--- config.mk ---
export PLATFORM = sky130hd
export DESIGN_NAME = shift_chain_ctrl
export DESIGN_NICKNAME = d
export VERILOG_FILES = /design/src/rtl/shift_chain_pkg.sv /design/src/rtl/shift_lane.sv /design/src/rtl/shift_chain_ctrl.sv
export SDC_FILE = /design/constraint.sdc
export NUM_CORES = 1
export LEC_CHECK = 0
export ABC_AREA = 1
export CAP_MARGIN = 40
export CORE_UTILIZATION = 45
export DETAILED_ROUTE_END_ITERATION = 10
export PLACE_DENSITY_LB_ADDON = 0.25
export SLEW_MARGIN = 20
export SYNTH_ARGS = -nofsm -noshare
export SYNTH_HDL_FRONTEND = slang
export SYNTH_SLANG_ARGS = --single-unit
--- constraint.sdc ---
create_clock -name clk -period 1.7 [get_ports clk]
set_clock_uncertainty 0.15 [all_clocks]
set_input_delay 0.17 -clock clk [delete_from_list [all_inputs] [get_ports clk]]
set_output_delay 0.17 -clock clk [all_outputs]
set_load 0.005 [all_outputs]
--- src/rtl/shift_chain_pkg.sv ---
// Shared types for the multi-lane serial shift engine.
// Controller state encoding and shift direction constants.
package shift_chain_pkg;

  typedef enum logic [1:0] {
    IDLE  = 2'd0,
    SHIFT = 2'd1,
    DONE  = 2'd2
  } state_t;

  localparam logic DIR_LEFT  = 1'b0;
  localparam logic DIR_RIGHT = 1'b1;

endpackage

--- src/rtl/shift_lane.sv ---
// One WIDTH-bit lane register with parallel load and bidirectional shift.
// Serial out tap follows the registered direction, never a live input.
module shift_lane
  import shift_chain_pkg::*;
#(
  parameter int WIDTH = 8
) (
  input  logic             clk,
  input  logic             rst_n,
  input  logic             load,
  input  logic [WIDTH-1:0] load_data,
  input  logic             shift_en,
  input  logic             dir,
  input  logic             out_dir,
  input  logic             in,
  output logic [WIDTH-1:0] q,
  output logic             out
);

  // lane register: load wins over shift
  always_ff @(posedge clk or negedge rst_n) begin
    if (!rst_n) begin
      q <= '0;
    end else if (load) begin
      q <= load_data;
    end else if (shift_en) begin
      if (dir == DIR_RIGHT) begin
        q <= {in, q[WIDTH-1:1]};
      end else begin
        q <= {q[WIDTH-2:0], in};
      end
    end
  end

  // serial tap on the end the data leaves from
  always_comb begin
    out = (out_dir == DIR_RIGHT) ? q[0] : q[WIDTH-1];
  end

endmodule

--- src/rtl/shift_chain_ctrl.sv ---
// Shared controller for LANES lockstep shift lanes.
// Handles load, counted bursts with busy/done, and free-run shifting.
module shift_chain_ctrl
  import shift_chain_pkg::*;
#(
  parameter int WIDTH = 8,
  parameter int LANES = 1,
  parameter int CNT_W = $clog2(WIDTH+1)
) (
  input  logic                   clk,
  input  logic                   ap_rst_n,
  input  logic [LANES-1:0]       in,
  output logic [LANES-1:0]       out,
  input  logic                   shiftr,
  input  logic                   load,
  input  logic [LANES*WIDTH-1:0] load_data,
  input  logic                   start,
  input  logic [CNT_W-1:0]       count,
  input  logic                   free_run,
  output logic                   busy,
  output logic                   done,
  output logic [LANES*WIDTH-1:0] par_out
);

  state_t           state;
  state_t           nxt;
  logic [CNT_W-1:0] cnt;
  logic             dir_q;
  logic             idle;
  logic             ld_en;
  logic             sh_en;
  logic             sh_dir;

  // state register
  always_ff @(posedge clk or negedge ap_rst_n) begin
    if (!ap_rst_n) begin
      state <= IDLE;
    end else begin
      state <= nxt;
    end
  end

  // next state; load in IDLE shadows a same-cycle start
  always_comb begin
    nxt = state;
    unique case (state)
      IDLE: begin
        if (!load && start) begin
          nxt = (count == '0) ? DONE : SHIFT;
        end
      end
      SHIFT: begin
        if (cnt <= CNT_W'(1)) begin
          nxt = DONE;
        end
      end
      DONE:    nxt = IDLE;
      default: nxt = IDLE;
    endcase
  end

  // lane controls and handshake outputs
  always_comb begin
    idle   = (state == IDLE);
    busy   = !idle;
    done   = (state == DONE);
    ld_en  = idle && load;
    sh_en  = 1'b0;
    sh_dir = dir_q;
    unique case (1'b1)
      idle: begin
        sh_en  = !load && !start && free_run;
        sh_dir = shiftr;
      end
      (state == SHIFT): sh_en = 1'b1;
      default: ;
    endcase
  end

  // burst counter and latched direction
  always_ff @(posedge clk or negedge ap_rst_n) begin
    if (!ap_rst_n) begin
      cnt   <= '0;
      dir_q <= DIR_LEFT;
    end else begin
      unique case (state)
        IDLE: begin
          if (!load && start) begin
            cnt   <= count;
            dir_q <= shiftr;
          end else if (!load && free_run) begin
            dir_q <= shiftr;
          end
        end
        SHIFT:   cnt <= cnt - CNT_W'(1);
        default: ;
      endcase
    end
  end

  // one register per lane, all driven by the same controls
  for (genvar l = 0; l < LANES; l++) begin : g_lane
    shift_lane #(
      .WIDTH(WIDTH)
    ) u_lane (
      .clk      (clk),
      .rst_n    (ap_rst_n),
      .load     (ld_en),
      .load_data(load_data[l*WIDTH +: WIDTH]),
      .shift_en (sh_en),
      .dir      (sh_dir),
      .out_dir  (dir_q),
      .in       (in[l]),
      .q        (par_out[l*WIDTH +: WIDTH]),
      .out      (out[l])
    );
  end

endmodule
==> out/metrics.csv, run 1 <==
stage,metric,value,unit
clocking,cts_tree,done,
placed_design,dp_cells,221,
cells_and_area,multiInputGateArea,536.8,um2
clocking,cts_root_buf,clkbuf_4,
clocking,cts.path.max_buffers,2,
worst_setup_path,required,1.38,ns
drt,antenna_left,0,
global_route,grt.overflow.total,0,
timing,finalWorstSetupSlack,0.08209,ns
die,die_height,49.75,um
cells_and_area,area_growth,39.51,%
worst_setup_path,start_kind,flip-flop,
drt,first_pass_iters,4,
drt,wire_per_inst,10.59,um
logic_synthesis,syn_nets,184,
logic_synthesis,synth_cell_type_count,14,
timing,min_period_over_period,95.17,%
drt,vias,1140,
worst_setup_path,r2r-end,g_lane[0].u_lane.q[0],
timing,layout_min_cycle_time,1.618,ns
global_route,grt_pass1_vias,996,
timing,setup_viol,0,
placed_design,gp_congestion,0.8050,
cells_and_area,fin_cells,229,
drt,totalWireLength,2.425,mm
logic_synthesis,ys_ff_latch,15,
die,die_area,2475,um2
die,rows,16,
timing,tightest_slew,0.2911,ns
logic_synthesis,ys_warn_count,0,
drt,routed_via_density,4.978,
clocking,clk_latency,0.29,ns
flow_run,maxCapViolations,0,
cells_and_area,seq_area,376.6,um2
clocking,cts_buffers,3,
cells_and_area,final_cell_area,1431,um2
global_route,grt_max_degree,16,
die,start_util,50.25,%
clocking,cts_hold_buf,0,
worst_setup_path,path_max_fanout,5,
logic_synthesis,syn-cell-area,1026,um2
timing,max_freq,618.1,MHz
clocking,htree_levels,1,
worst_setup_path,reg2reg_depth,8,
cells_and_area,nets,224,
cells_and_area,fillers,187,
worst_setup_path,critical_path_arrival,1.30,ns
global_route,antenna_found_initial,0,
cells_and_area,drive_gt1_share,8.911,%
die,io_pins,30,
logic_synthesis,ys_seq_area_share,36.59,%
outcome,status,"complete, no violations",
die,core_area,2042,um2
min_path,hold_path.class,in2async,
clocking,clk_pin_slew,0.10,ns
placed_design,dp_hpwl,1.765,mm
power_and_ir_drop,peakVddDrop,1173,uV
worst_setup_path,path_class,reg2out,
worst_setup_path,setup.worst_path.end_class,output pin,
clocking,cts.sinks,15,
global_route,grt.total_usage,21.68,%
power_and_ir_drop,p_per_area,1791,nW/um2
placed_design,portBuffers,29,
die,dieWidth,49.75,um
timing,drv_slew,0,
logic_synthesis,syn_inst,163,
timing,finalHoldViolCount,0,
worst_setup_path,rr_startpoint,state[1],
worst_setup_path,r2r_setup_slack,0.11,ns
placed_design,placed_area,1365,um2
timing,slew_headroom,80.57,%
power_and_ir_drop,leakagePower,0.8239,nW
cells_and_area,diodes,0,
placed_design,dpl_worst_slack,0.04080,ns
global_route,grt_pass1_wl,4.195,mm
drt,drtIter0Drc,60,
drt,route.detailed.drc,0,
logic_synthesis,syn_area_per_cell,6.294,um2
-- critical path, stage by stage, from the launching register on --
cell and delay [ns]:
dfrtp_1 0.37, inv_2 0.07, nand2_2 0.08, clkdlybuf4s50_1 0.49
-- area by class of cell --
type,count,share of cell area [%]
multi-input combinational,117,37.50
sequential,15,26.31
timing repair buffer,35,23.78
inverter,31,8.129
tap,27,2.360
clock buffer,3,1.573
clock inverter,1,0.3497
-- per-layer routing --
layer	up-vias	global-route usage (%)	part of all wire, %
met3	6	3.395	6.5
met2	41	35.14	46
met5	-	0	0
met4	0	5.714	1.3
li1	581	-	-
met1	512	29.84	47
-- logic make-up after synthesis --
group | Yosys count | share of synthesized area [%]
AO/OA/AOI/OAI | 14 | 7.073
XOR/XNOR | 1 | 0.8538
adder cells (fa/ha/maj) | 2 | 2.439
buffers and inverters | 31 | 11.34
flip-flops | 15 | 36.59
AND/OR/NAND/NOR | 100 | 41.71
-- what timing repair did --
action | 4_1_cts | 5_1_grt
setup buffers | 2 | 2
endpoints found under the setup margin | 3 | 3
resized for setup | 1 | 4
-- how the worst max path moves through the flow --
stage,startpoint,endpoint,slack [ns],depth (start not counted)
2_1_floorplan,state[0],g_lane[0].u_lane.q[0],0.41,8
3_3_place_gp,load,g_lane[0].u_lane.q[1],0.07,6
3_5_place_dp,load,g_lane[0].u_lane.q[5],0.04,6
4_1_cts,dir_q,out,0.01,4
5_1_grt,state[1],g_lane[0].u_lane.q[3],-0.006,8
6_report,state[1],busy,0.08,3
-- through the flow --
stage | total power, W | TNS, ns | hold slack [ns] | utilization (%)
floorplan | 0.001694 | 0 | -0.2756 | -
global placement | 0.002222 | 0 | 0.3603 | 66.85
detailed placement | 0.002278 | 0 | 0.3660 | 66.85
CTS | 0.002528 | 0 | 0.05091 | 69.00
global route | 0.002853 | -0.01648 | 0.05614 | 70.10
finish | 0.002564 | 0 | 0.04052 | 70.10
-- where the power goes --
part | internal, W | switching [W] | total [W] | leakage [nW]
logic | 0.000735 | 0.000885 | 0.00162 | 0.626
clock network | 0.0000875 | 0.000125 | 0.000213 | 0.0177
registers | 0.000551 | 0.000180 | 0.000731 | 0.181
total | 0.00137 | 0.00119 | 0.00256 | 0.824
-- state kept, by name, summed over array words and instances, names as in the netlist --
| signal | flops |
|---|---|
| cnt | 4 |
| dir_q | 1 |
| g_lane.u_lane.q | 8 |
| state | 2 |
-- synth_stat cells --
master,n,share of area [%]
nand2_1,62,23
inv_1,30,11
nand3_1,27,13
dfrtp_1,15,37
o21ai_0,12,5.9
nor2_1,6,2.2
nand2_2,3,1.8
ha_1,2,2.4
a21oi_1,1,0.49
inv_2,1,0.37
nand3b_1,1,0.73
nor2_4,1,1.1
o211ai_1,1,0.73
xor2_1,1,0.85
-- cell usage in the layout (no fill, tap or decap) --
cell type         n
nor2_4            1
inv_1            29
a21oi_1           1
inv_2             2
nand2_2           4
dfrtp_2           1
clkbuf_4          3
nand2_1          61
ha_1              2
buf_4             6
xor2_1            1
dlymetal6s2s_1    2
nand3_1          27
nand3b_1          1
dfrtp_1          14
o21ai_0          12
o211ai_1          1
nor2_1            6
clkdlybuf4s50_1  27
clkinv_2          1
Note: power is estimated with default switching activity, not from simulation.
==> run 2: changes to the inputs <==
CELL_PAD_IN_SITES_DETAIL_PLACEMENT = 0   (was not set)
CELL_PAD_IN_SITES_GLOBAL_PLACEMENT = 1   (was not set)
CORE_UTILIZATION = 31   (was 45)
SLEW_MARGIN = not set   (was 20)
==> out/metrics.csv, run 2 (synthesis gave the netlist of run 1 again) <==
stage,metric,value,unit,change
cells_and_area,seq_area,376.6,um2,unchanged
power_and_ir_drop,peakVddDrop,514.1,uV,was 1173 uV
power_and_ir_drop,intPower,0.001354,W,was 0.001373 W
drt,routed_via_density,4.537,,was 4.978
cells_and_area,top_regs,"g_lane.u_lane.q: 8 flops, cnt: 4 flops, state: 2 flops",,unchanged
timing,layout_min_cycle_time,1.632,ns,was 1.618 ns
power_and_ir_drop,p_clk_share,8.2,%,was 8.3%
drt,drtIter0Drc,57,,was 60
cells_and_area,nets,222,,was 224
cells_and_area,diodes,0,,unchanged
global_route,grt_max_degree,16,,unchanged
global_route,grt.overflow.total,0,,unchanged
timing,setup_viol,0,,unchanged
global_route,grt_pass1_vias,998,,was 996
clocking,cts_root_buf,clkbuf_4,,unchanged
timing,tightest_slew,0.3070,ns,was 0.2911 ns
placed_design,placed_area,1386,um2,was 1365 um2
timing,finalHoldViolCount,0,,unchanged
die,rows,20,,was 16
clocking,cts.sinks,15,,unchanged
drt,vias,1107,,"was 1,140"
die,core_area,3103,um2,was 2042 um2
clocking,cts_buffers,3,,unchanged
power_and_ir_drop,power_frac_seq,29.1,%,was 28.5%
worst_setup_path,path_max_fanout,4,,was 5
global_route,grt.total_usage,16.39,%,was 21.68%
flow_run,maxCapViolations,0,,unchanged
global_route,antenna_found_initial,0,,unchanged
placed_design,dp_cells,238,,was 221
clocking,cts_tree,done,,unchanged
placed_design,gp_congestion,0.7910,,was 0.8050
power_and_ir_drop,p_sw,0.001189,W,was 0.001190 W
outcome,status,"complete, no violations",,unchanged
cells_and_area,largest_register_ffs,8,,unchanged
placed_design,portBuffers,29,,unchanged
die,start_util,33.06,%,was 50.25%
clocking,cts.path.max_buffers,2,,unchanged
worst_setup_path,required,1.38,ns,about the same
power_and_ir_drop,p_per_area,1776,nW/um2,was 1791 nW/um2
cells_and_area,final_cell_area,1431,um2,unchanged
drt,route.detailed.drc,0,,unchanged
power_and_ir_drop,power.share.combinational,62.7,%,was 63.2%
cells_and_area,fillers,355,,was 187
worst_setup_path,setup.worst_path.end_class,output pin,,unchanged
drt,wire_per_inst,10.78,um,was 10.59 um
timing,max_freq,612.9,MHz,was 618.1 MHz
cells_and_area,fin_cells,244,,was 229
die,die_height,59.53,um,was 49.75 um
power_and_ir_drop,switching_share,46.76,%,was 46.43%
drt,antenna_left,0,,unchanged
power_and_ir_drop,power.total,0.002543,W,was 0.002564 W
global_route,grt_pass1_wl,4.340,mm,was 4.195 mm
cells_and_area,drive_gt1_share,7.500,%,was 8.911%
cells_and_area,area_growth,39.51,%,unchanged
drt,totalWireLength,2.630,mm,was 2.425 mm
power_and_ir_drop,leakagePower,0.7926,nW,was 0.8239 nW
cells_and_area,final_common_cell,nand2_1,,unchanged
die,die_area,3544,um2,was 2475 um2
die,dieWidth,59.53,um,was 49.75 um
clocking,clk_pin_slew,0.09,ns,was 0.10 ns
cells_and_area,final_cell_mix,"62 x nand2_1, 28 x inv_1, 28 x clkdlybuf4s50_1",,"was 61 x nand2_1, 29 x inv_1, 27 x nand3_1, 27 x clkdlybuf4s50_1, 14 x dfrtp_1"
worst_setup_path,critical_path_arrival,1.31,ns,was 1.30 ns
clocking,htree_levels,1,,unchanged
worst_setup_path,start_kind,flip-flop,,unchanged
timing,hold-worst-slack,0.04092,ns,was 0.04052 ns
cells_and_area,regMostFlops,g_lane.u_lane.q,,unchanged
timing,slew_headroom,79.32,%,was 80.57%
worst_setup_path,path_class,reg2out,,unchanged
die,io_pins,30,,unchanged
clocking,cts_hold_buf,0,,unchanged
timing,rsz0062_at_grt,no,,
timing,fin_setup_tns,0,ns,unchanged
cells_and_area,multiInputGateArea,534.3,um2,was 536.8 um2
timing,min_period_over_period,95.98,%,was 95.17%
clocking,clk_latency,0.28,ns,was 0.29 ns
placed_design,dp_hpwl,1.923,mm,was 1.765 mm
timing,drv_slew,0,,unchanged
min_path,hold_path.class,in2async,,unchanged
drt,first_pass_iters,6,,was 4
[run 2: changes by cell type in the layout (fill, tap and decap cells not counted)]
cell,before,now
nand2_1,61,62
clkdlybuf4s50_1,27,28
buf_4,6,4
dlymetal6s2s_1,2,1
inv_1,29,28
nand2_2,4,3
clkbuf_1,0,1
inv_2,2,3
clkinv_2,1,0
[run 2: metrics by stage]
stage	utilization [%]	setup WS, ns
finish	46.13	0.06839
global route	46.13	0.0009228
CTS	45.81	0.001106
detailed placement	44.68	0.02724
global placement	44.68	0.06643
floorplan	-	0.4094
[run 2: area by class of cell]
type	count	share of cell area, %
clock buffers	4	1.836
well taps	44	3.846
multi-input cells	117	37.33
repair buffers	33	22.55
flip-flops and latches	15	26.31
inverters	31	8.129
[run 2: worst max-delay path, stage by stage (launching register included)]
cell and delay (ns):
dfrtp_2 0.43, nor2_1 0.10, clkdlybuf4s50_1 0.50
[run 2: final timing paths]
| kind | from | endpoint | slack, ns | cells after the start |
|---|---|---|---|---|
| min in group clk | shiftr | dir_q | 0.36 | 3 |
| hold reg to reg | cnt[3] | cnt[3] | 0.39 | 2 |
| hold / removal | ap_rst_n | state[0] | 0.04 | 2 |
| setup reg to reg | state[0] | g_lane[0].u_lane.q[7] | 0.13 | 7 |
| setup / recovery | state[0] | done | 0.07 | 2 |
| max in group asynchronous | ap_rst_n | state[0] | 1.17 | 2 |
[run 2: what timing repair did]
item / CTS / global route
endpoints found under the setup margin: 2 / 3
buffers inserted: 1 / 1
gates resized for setup: 1 / 3
[run 2: power by group through the flow]
stage               logic, W  registers, W  clock network, W
CTS                  0.00158      0.000745          0.000221
global placement     0.00153      0.000754                 0
finish               0.00159      0.000741          0.000208
detailed placement   0.00155      0.000754                 0
floorplan           0.000977      0.000717                 0
global route         0.00182      0.000770          0.000234
[run 2: layer usage]
layer | vias up | routed length [um] | part of all wire, % | track usage [%]
met1 | 494 | 1333 | 51 | 22.46
met4 | 0 | 15 | 0.57 | 6.312
li1 | 580 | - | - | -
met2 | 31 | 1148 | 44 | 26.00
met5 | - | 0 | 0 | 0
met3 | 2 | 133 | 5.1 | 2.402
==> run 3: changes to the inputs <==
GPL_ROUTABILITY_DRIVEN = 0   (was not set)
HOLD_SLACK_MARGIN = 0.12   (was not set)
==> out/metrics.csv, run 3 (synthesis gave the netlist of run 1 again) <==
stage,metric,value,unit,change
outcome,status,"complete, no violations",,unchanged
worst_setup_path,reg2reg_depth,7,,unchanged
clocking,htree_levels,1,,unchanged
worst_setup_path,setup.worst_path.end_class,output pin,,unchanged
min_path,min_to,dir_q,,
global_route,grt_pass1_vias,998,,unchanged
clocking,cts_tree,done,,unchanged
drt,antenna_left,0,,unchanged
die,die_area,3544,um2,unchanged
die,io_pins,30,,unchanged
worst_setup_path,slowest_stage,clkdlybuf4s50_1,,unchanged
global_route,grt_pass1_wl,4.340,mm,unchanged
timing,fin_setup_tns,0,ns,unchanged
worst_setup_path,r2r_setup_slack,0.13,ns,about the same
die,dieWidth,59.53,um,unchanged
drt,wire_per_inst,10.75,um,was 10.78 um
cells_and_area,final_cell_area,1441,um2,was 1431 um2
cells_and_area,fillers,354,,was 355
worst_setup_path,start_kind,flip-flop,,unchanged
power_and_ir_drop,leakagePower,0.7968,nW,was 0.7926 nW
clocking,cts_root_buf,clkbuf_4,,unchanged
cells_and_area,regMostFlops,g_lane.u_lane.q,,unchanged
cells_and_area,area_growth,40.49,%,was 39.51%
global_route,antenna_found_initial,0,,unchanged
min_path,holdPathStages,3,,
global_route,grt.total_usage,16.39,%,unchanged
power_and_ir_drop,power.total,0.002545,W,was 0.002543 W
drt,drtIter0Drc,67,,was 57
timing,rsz0062_at_grt,no,,unchanged
worst_setup_path,rr_startpoint,state[0],,unchanged
cells_and_area,fin_cells,245,,was 244
global_route,grt_max_degree,16,,unchanged
worst_setup_path,path_class,reg2out,,unchanged
cells_and_area,drive_gt1_share,7.463,%,was 7.500%
power_and_ir_drop,p_per_area,1766,nW/um2,was 1776 nW/um2
cells_and_area,nets,223,,was 222
drt,vias,1107,,unchanged
timing,layout_min_cycle_time,1.632,ns,unchanged
placed_design,dp_hpwl,1.923,mm,unchanged
die,start_util,33.06,%,unchanged
power_and_ir_drop,peakVddDrop,514.1,uV,about the same
clocking,clk_pin_slew,0.09,ns,about the same
clocking,cts.sinks,15,,unchanged
cells_and_area,largest_register_ffs,8,,unchanged
cells_and_area,top_regs,"g_lane.u_lane.q: 8 flops, cnt: 4 flops, state: 2 flops",,unchanged
placed_design,placed_area,1386,um2,unchanged
timing,max_freq,612.9,MHz,unchanged
worst_setup_path,cp_top_family,buffers and inverters,,unchanged
cells_and_area,diodes,0,,unchanged
worst_setup_path,crit_cells,2,,unchanged
worst_setup_path,r2r-end,g_lane[0].u_lane.q[7],,unchanged
clocking,cts_buffers,3,,unchanged
global_route,grt.overflow.total,0,,unchanged
drt,route.detailed.drc,0,,unchanged
die,die_height,59.53,um,unchanged
timing,slew_headroom,79.32,%,unchanged
min_path,worstHoldStart,shiftr,,
drt,first_pass_iters,6,,unchanged
timing,tightest_slew,0.3070,ns,about the same
timing,finalHoldViolCount,0,,unchanged
die,core_area,3103,um2,unchanged
die,rows,20,,unchanged
min_path,hold_path.class,in2reg,,was in2async
drt,routed_via_density,4.518,,was 4.537
timing,setup_viol,0,,unchanged
worst_setup_path,critPathBufInv,1,,unchanged
clocking,clk_latency,0.28,ns,about the same
drt,totalWireLength,2.633,mm,was 2.630 mm
placed_design,dp_cells,238,,unchanged
worst_setup_path,path_max_fanout,4,,unchanged
flow_run,maxCapViolations,0,,unchanged
placed_design,portBuffers,29,,unchanged
worst_setup_path,required,1.38,ns,about the same
timing,min_period_over_period,95.98,%,unchanged
timing,hold-worst-slack,0.3576,ns,was 0.04092 ns
clocking,cts.path.max_buffers,2,,unchanged
cells_and_area,final_cell_mix,"62 x nand2_1, 28 x inv_1, 28 x clkdlybuf4s50_1",,unchanged
worst_setup_path,critical_path_arrival,1.31,ns,about the same
worst_setup_path,max_stage_delay,0.50,ns,about the same
timing,drv_slew,0,,unchanged
worst_setup_path,crit_chain,"nor2_1, clkdlybuf4s50_1",,unchanged
cells_and_area,final_common_cell,nand2_1,,unchanged
==> run 3: what timing repair did <==
item	CTS	global route
hold buffers	1	0
setup endpoints to repair	2	3
gates resized for setup	1	3
setup buffers	1	1
hold endpoints to repair	15	0
==> run 3: metal layers <==
metal	GRT usage (%)	wire (um)	share of wire, %	vias to the layer above
met5	0	0	0	-
met4	6.312	15	0.57	0
met3	2.402	129	4.9	2
met2	26.00	1142	43	31
met1	22.46	1346	51	492
li1	-	-	-	582
==> run 3: how the worst max path moves through the flow <==
stage / startpoint / to / slack (ns)
after global routing: state[1] / done / 0.0009
after floorplan: state[0] / g_lane[0].u_lane.q[0] / 0.41
after detailed placement: load / g_lane[0].u_lane.q[5] / 0.03
after CTS: state[0] / busy / 0.001
final: state[0] / done / 0.07
after global placement: load / g_lane[0].u_lane.q[6] / 0.07
==> run 3: worst min-delay path: stages <==
cell             delay, ns
clkdlybuf4s50_1       0.42
inv_1                 0.07
o21ai_0               0.08
==> run 3: final cells by class <==
| class | instances | area (um2) | area share, % |
|---|---|---|---|
| well taps | 44 | 55.05 | 3.819 |
| flip-flops and latches | 15 | 376.6 | 26.13 |
| clock buffers | 4 | 26.28 | 1.823 |
| multi-input cells | 117 | 534.3 | 37.07 |
| inverters | 31 | 116.4 | 8.073 |
| repair buffers | 34 | 332.8 | 23.09 |
==> run 3: metrics by stage <==
step | setup slack (ns) | util, %
floorplan | 0.4094 | -
global placement | 0.06643 | 44.68
detailed placement | 0.02724 | 44.68
CTS | 0.001106 | 46.13
global route | 0.0009228 | 46.45
finish | 0.06839 | 46.45
==> run 3: report_power, final <==
group,switching (W),leakage (nW),total (W),internal (W)
Clock,0.000117,0.0150,0.000208,0.0000911
Combinational,0.000883,0.601,0.00160,0.000713
Sequential,0.000190,0.181,0.000741,0.000551
Total,0.00119,0.797,0.00254,0.00136
